$ cat config.mk
export PLATFORM = sky130hd
export DESIGN_NAME = interrupt_controller
export DESIGN_NICKNAME = d
export VERILOG_FILES = /design/src/rtl/interrupt_controller.sv
export SDC_FILE = /design/constraint.sdc
export NUM_CORES = 1
export LEC_CHECK = 0
export ABC_AREA = 1
export CAP_MARGIN = 0
export CORE_MARGIN = 5
export CORE_UTILIZATION = 40
export CTS_BUF_LIST = sky130_fd_sc_hd__clkbuf_16
export DETAILED_ROUTE_END_ITERATION = 7
export PLACE_DENSITY = 0.68
export SLEW_MARGIN = 15
export SYNTH_ARGS = -nofsm -noshare
export SYNTH_HDL_FRONTEND = slang
export SYNTH_SLANG_ARGS = --single-unit
$ cat constraint.sdc
create_clock -name CLK -period 3.1 [get_ports CLK]
set_input_delay 0.465 -clock CLK [delete_from_list [all_inputs] [get_ports CLK]]
set_output_delay 0.465 -clock CLK [all_outputs]
set_load 0.03 [all_outputs]
$ cat src/rtl/interrupt_controller.sv
// Interrupt controller: synchronised IRQ lines latch into PENDING, then are masked and routed to INT0/INT1.
// Latency: IRQ sampled at edge k -> PENDING after k+SYNC_STAGES -> INT0/INT1 after k+SYNC_STAGES+1.
// Backpressure: none; reads are combinational, each write strobe commits once on its falling edge.
module interrupt_controller #(
  parameter int          NUM_SRC     = 8,
  parameter logic [15:0] BASE_ADDR   = 16'hFF00,
  parameter int          SYNC_STAGES = 2
) (
  input  logic               CLK,
  input  logic               RESET,
  input  logic [15:0]        ADDR,
  input  logic [15:0]        WDATA,
  input  logic               RDN,
  input  logic               WRN0,
  input  logic               WRN1,
  output logic [15:0]        RDATA,
  output logic               IC_SEL,
  input  logic [NUM_SRC-1:0] IRQ,
  output logic               INT0,
  output logic               INT1
);

  localparam logic [2:0] REG_PEND = 3'd0;
  localparam logic [2:0] REG_MASK = 3'd1;
  localparam logic [2:0] REG_PRIO = 3'd2;
  localparam logic [2:0] REG_EDGE = 3'd3;
  localparam logic [2:0] REG_VEC  = 3'd4;

  logic [SYNC_STAGES-1:0][NUM_SRC-1:0] sync_q;
  logic [NUM_SRC-1:0] irq_s, irq_prev;
  logic [NUM_SRC-1:0] pend, mask, prio, edge_sel;
  logic [NUM_SRC-1:0] pend_nxt, lane, wdat, w1c;
  logic [NUM_SRC-1:0] vec_g0, vec_g1;
  logic [3:0]         vec_idx0, vec_idx1;
  logic [15:0]        vector;
  logic               wrn0_q, wrn1_q;
  logic               hit, commit_lo, commit_hi, wr_any;
  logic               wr_pend, wr_mask, wr_prio, wr_edge;
  logic [2:0]         reg_idx;
  logic [16-NUM_SRC:0] unused_bits;

  assign unused_bits = {ADDR[0], WDATA[15:NUM_SRC]};

  assign irq_s   = sync_q[SYNC_STAGES-1];
  assign hit     = (ADDR[15:4] == BASE_ADDR[15:4]);
  assign reg_idx = ADDR[3:1];
  assign IC_SEL  = hit & ~RDN;

  // A commit needs the strobe to have been high on the previous edge, so a held strobe writes once.
  assign commit_lo = ~WRN0 & wrn0_q;
  assign commit_hi = ~WRN1 & wrn1_q;
  assign wr_any    = hit & (commit_lo | commit_hi);
  assign wr_pend   = wr_any && (reg_idx == REG_PEND);
  assign wr_mask   = wr_any && (reg_idx == REG_MASK);
  assign wr_prio   = wr_any && (reg_idx == REG_PRIO);
  assign wr_edge   = wr_any && (reg_idx == REG_EDGE);
  assign wdat      = WDATA[NUM_SRC-1:0];
  assign w1c       = wr_pend ? (wdat & lane) : '0;

  always_comb begin
    lane     = '0;
    pend_nxt = '0;
    for (int i = 0; i < NUM_SRC; i++) begin
      lane[i] = (i < 8) ? commit_lo : commit_hi;
      // A fresh edge in the same cycle as a W1C keeps the bit set.
      if (edge_sel[i])
        pend_nxt[i] = (pend[i] & ~w1c[i]) | (irq_s[i] & ~irq_prev[i]);
      else
        pend_nxt[i] = irq_s[i];
    end
  end

  always_comb begin
    vec_g0   = pend & mask & prio;
    vec_g1   = pend & mask & ~prio;
    vec_idx0 = '0;
    vec_idx1 = '0;
    for (int i = NUM_SRC - 1; i >= 0; i--) begin
      if (vec_g0[i]) vec_idx0 = 4'(i);
      if (vec_g1[i]) vec_idx1 = 4'(i);
    end
    vector = '0;
    if (|vec_g0)
      vector = {1'b1, 10'd0, 1'b0, vec_idx0};
    else if (|vec_g1)
      vector = {1'b1, 10'd0, 1'b1, vec_idx1};
  end

  always_comb begin
    RDATA = '0;
    if (IC_SEL) begin
      case (reg_idx)
        REG_PEND: RDATA = 16'(pend);
        REG_MASK: RDATA = 16'(mask);
        REG_PRIO: RDATA = 16'(prio);
        REG_EDGE: RDATA = 16'(edge_sel);
        REG_VEC:  RDATA = vector;
        default:  RDATA = '0;
      endcase
    end
  end

  always_ff @(posedge CLK) begin
    if (RESET) begin
      sync_q   <= '0;
      irq_prev <= '0;
      wrn0_q   <= 1'b1;
      wrn1_q   <= 1'b1;
      pend     <= '0;
      mask     <= '0;
      prio     <= '0;
      edge_sel <= '1;
      INT0     <= 1'b0;
      INT1     <= 1'b0;
    end else begin
      sync_q   <= {sync_q[SYNC_STAGES-2:0], IRQ};
      irq_prev <= irq_s;
      wrn0_q   <= WRN0;
      wrn1_q   <= WRN1;
      pend     <= pend_nxt;
      if (wr_mask) mask     <= (mask & ~lane) | (wdat & lane);
      if (wr_prio) prio     <= (prio & ~lane) | (wdat & lane);
      if (wr_edge) edge_sel <= (edge_sel & ~lane) | (wdat & lane);
      INT0     <= |(pend & mask & prio);
      INT1     <= |(pend & mask & ~prio);
    end
  end

endmodule
; Word level (Yosys, flattened, before mapping)
; Cells that the tools add are included.
[totals]
ram_bits = 0
latchBits = 0
word_cells = 112
in_bits = 45
mem_count = 0
output_inout_bits = 19
reg_bits = 60
romBits = 0
[op_classes]
n_eq_ne = 5
muxes = 29
magnitude_cmp = 0
n_mul = 0
div = 0
reduce_logical = 7
n_shift = 0
bitwise = 60
add_sub_neg = 0
[op_table]
columns = cell, count
row1 = 16-bit one-hot mux with 5 select lines, 1
row2 = 8-bit bitwise AND, 7
row3 = 4-bit 2-to-1 mux, 14
row4 = 16-bit 2-to-1 mux, 3
row5 = 8-bit OR, 3
row6 = 1-bit bitwise AND, 20
row7 = 1-bit NOT, 19
row8 = 8-bit NOT, 2
row9 = 8-bit OR reduction, 2
row10 = 12-bit == test (second input constant), 1
row11 = 1-bit OR, 9
row12 = 1-bit 2-to-1 mux, 8
row13 = 8-bit 2-to-1 mux, 1
row14 = 3-bit by 2-bit == test with 1-bit output (second input constant), 2
row15 = 3-bit 2-to-1 mux, 2
row16 = 1-bit logical AND, 4
row17 = 3-bit by 1-bit == test with 1-bit output (second input constant), 1
row18 = 3-bit == test (second input constant), 1
row19 = 3-bit zero test, 1

; Longest topological paths before layout
[logic_depth]
depth_word = 14
depth_mapped = 12
depth_no_buf = 12

; Worst setup path before layout
; OpenSTA, ideal clock, no wires.
[synth_path]
path_kind = input port to output port
from = input port ADDR[5]
to = output port RDATA[4]
setup_slack_ps = 508
required_time_ps = 2635
stages = 5
t_arrival_ps = 2127
n_path_buf = 0
path_cell_list = nor4_2 -> nand3b_1 -> nor2_1 -> o21ai_2 -> a31oi_1
[synth_via]
elab_chain_len = 3
[synth_lines]
columns = element, line
row1 = from (decl), 11  ; input logic [15:0] ADDR,
row2 = 12-bit == test, 45  ; assign hit = (ADDR[15:4] == BASE_ADDR[15:4]);
row3 = 1-bit bitwise AND, 47  ; assign IC_SEL = hit & ~RDN;
row4 = named net IC_SEL, 17  ; output logic IC_SEL,
row5 = 16-bit 2-to-1 mux, 91  ; if (IC_SEL) begin
row6 = to (decl), 16  ; output logic [15:0] RDATA,
; The timed path passes the listed nets, and every way through them passes these cells.

; Worst setup path in the final report
[layout_path]
from = input port ADDR[5]
to = output port RDATA[15]
[layout_via]
elab_chain_len = 3
[layout_lines]
columns = element, line
row1 = 12-bit == test, 45
row2 = 1-bit bitwise AND, 47
row3 = 16-bit 2-to-1 mux, 91
; Every way passes these cells.

==> run summary <==
Mapped Area -> 2760 um2
Yosys top cell by area -> dfxtp_1
Crit path max fanout -> 3
CP startpoint kind -> primary input
Setup slack at placement -> 0.00215 ns
Share of the synthesized area in the top cell type -> 43.6%
Hold slack -> 0.398 ns
CTS Hold Bufs -> 0
# nets final -> 502
Switching portion of total power -> 21.8%
Hold Path Class -> reg -> reg
Switching pwr -> 0.383 mW
# IOs -> 64
RePlAce Congestion -> 0.876
Sink Count -> 60
DRT Pass-1 Iters -> 4
Number of max-cap violations -> 0
Worst Path Required -> 2.63 ns
Yosys cell types -> 27
WL final -> 6160 um
First-pass GRT wire length -> 10500 um
Fmax -> 345 MHz
Final core occ -> 52.6%
Sequential cell area fraction in the yosys report -> 43.6%
Crit path DAT -> 2.43 ns
Hold Violations, Final -> 0
Most frequent cells in the layout -> nand2_1, nor2_1, inv_1
Synth Instances -> 400
Root Driver -> clkbuf_16
Longest Clk Path Bufs -> 2
DRC viols -> 0
CTS clock-pin slew for the worst setup and hold paths -> 0.05 ns
Max VDD drop -> 0.298 mV
IO Port Bufs -> 47
TritonCTS buffer count -> 9
Post-route insts no fill -> 541
Dpl cells -> 526
Critical Path Sink Type -> primary output
Clock power share -> 46.8%
Die height -> 93.0 um
Area Growth Syn to Fin -> 29.0%
Largest net degree at the start of global routing -> 32
Crit path time final -> 2.90 ns
H-tree levels -> 3
Fin crit share -> 93.4%
Remaining Overflow, GRT -> 0
Seq cells post-synth -> 60
Die Footprint -> 8650 um2
Flop pwr share -> 45.7%
Commonest non-fill, non-tap cell in the layout -> nand2_1
Clock latency on the worst-skew pair -> 0.32 ns
PD cells -> 494 nW/um2
Critical path class -> in -> out
Setup TNS -> 0 ns
Vias in the first global route -> 2338
Total global-route track usage -> 15.2%
Final setup viols -> 0
Post-CTS setup buffer count -> 0
Outcome -> completed
Vias/cell -> 4.70
Die width -> 93.0 um
Core Region -> 6760 um2
Final slew viol count -> 0
Gate power share -> 7.4%
# diodes -> 0
Row cnt -> 30
Leakage -> 1.69 nW
DR vias -> 2544
Share of post-route cells with drive strength above 1 -> 8.03%
HPWL Detailed -> 4750 um
Drt first-iter violations -> 149
Routed wire per std cell -> 11.4 um
CTS tree -> built
Syn_area_per_cell -> 6.89 um2
Initial Util -> 40.8%
Yosys Warn Count -> 0
Clock skew -> 0.00643 ns
Top cells by area, synth -> dfxtp_1, nand2_1, nor2_1, inv_1, nand3_1
Antenna violations before repair -> 0
Pint -> 1.37 mW
RSZ-0062 raised after global routing -> no
Post-route ant nets -> 0
Setup ws final -> 0.204 ns
==> final timing paths <==
| path | startpoint | end | slack [ns] | cells after the start |
|---|---|---|---|---|
| worst max-delay path | ADDR[5] | RDATA[15] | 0.20 | 7 |
| worst min register to register | sync_q[4]$_SDFF_PP0_ | irq_s[4]$_SDFF_PP0_ | 0.40 | 2 |
| worst max register to register | wrn0_q$_SDFF_PP1_ | register | 1.76 | 6 |
| worst min-delay path | sync_q[4]$_SDFF_PP0_ | irq_s[4]$_SDFF_PP0_ | 0.40 | 2 |
==> cell families (layout without fill, tap and decap cells) <==
| group | after synthesis | in the layout | synth area share [%] |
|---|---|---|---|
| flip-flops | 60 | 60 | 43.6 |
| AND/OR/NAND/NOR | 205 | 205 | 31.4 |
| other | 1 | 7 | 0.136 |
| AO/OA/AOI/OAI | 57 | 57 | 13.1 |
| buffers and inverters | 77 | 132 | 11.8 |
==> final cells by class <==
type	instances	area (um2)
inverters	63	238
flip-flops and latches	60	1200
multi-input cells	269	1250
clock buffers	9	225
fillers	667	3200
well taps	80	100
repair buffers	54	514
clock inverters	6	23.8
==> Yosys cell counts <==
master    count
nor3_1        4
buf_6         1
nand3_1      28
nor4_2        1
nand2_1      87
nand3b_1      4
conb_1        1
dfxtp_1      60
nor2_4        1
o22ai_1       2
nand4_1       2
o21ai_2       1
nor2_2        1
a21oi_1      14
nor4_1        1
o21ai_0      27
inv_2         1
a31oi_1       2
o211ai_2      7
clkbuf_1      6
nor2_1       74
nand2_2       1
nor3_4        1
buf_4         7
inv_1        61
clkinv_2      1
a221oi_1      4
==> per-layer routing <==
layer | global-route usage [%] | routed length [um] | part of all wire (%) | up-vias
li1 | - | - | - | 1366
met1 | 17.8 | 2760 | 45 | 1096
met2 | 26.0 | 2870 | 47 | 72
met3 | 4.02 | 422 | 6.9 | 10
met4 | 6.84 | 111 | 1.8 | 0
met5 | 0 | 0 | 0 | -
==> per-stage QoR <==
step	area, um2	power (mW)
2_1_floorplan	2780	0.886
3_3_place_gp	3300	0.946
3_5_place_dp	3300	0.948
4_1_cts	3550	1.78
5_1_grt	3560	1.83
6_report	3560	1.76
==> worst max-delay path, cell delays in order <==
cell             delay (ns)
clkdlybuf4s50_1        0.44
nor4_2                 0.28
nand3b_1               0.14
nor2_1                 0.23
nand2_1                0.08
a21oi_1                0.12
clkdlybuf4s50_1        0.68
==> what timing repair did <==
action,in CTS,in global routing
resized for setup,1,2
setup endpoints to repair,1,2
cloned,0,0
==> power groups by stage <==
stage	sequential (mW)	clock, mW	combinational [mW]
2_1_floorplan	0.815	0	0.0708
3_3_place_gp	0.817	0	0.128
3_5_place_dp	0.818	0	0.130
4_1_cts	0.803	0.848	0.131
5_1_grt	0.804	0.884	0.146
6_report	0.803	0.822	0.130
Note: power is estimated with default switching activity, not from simulation.
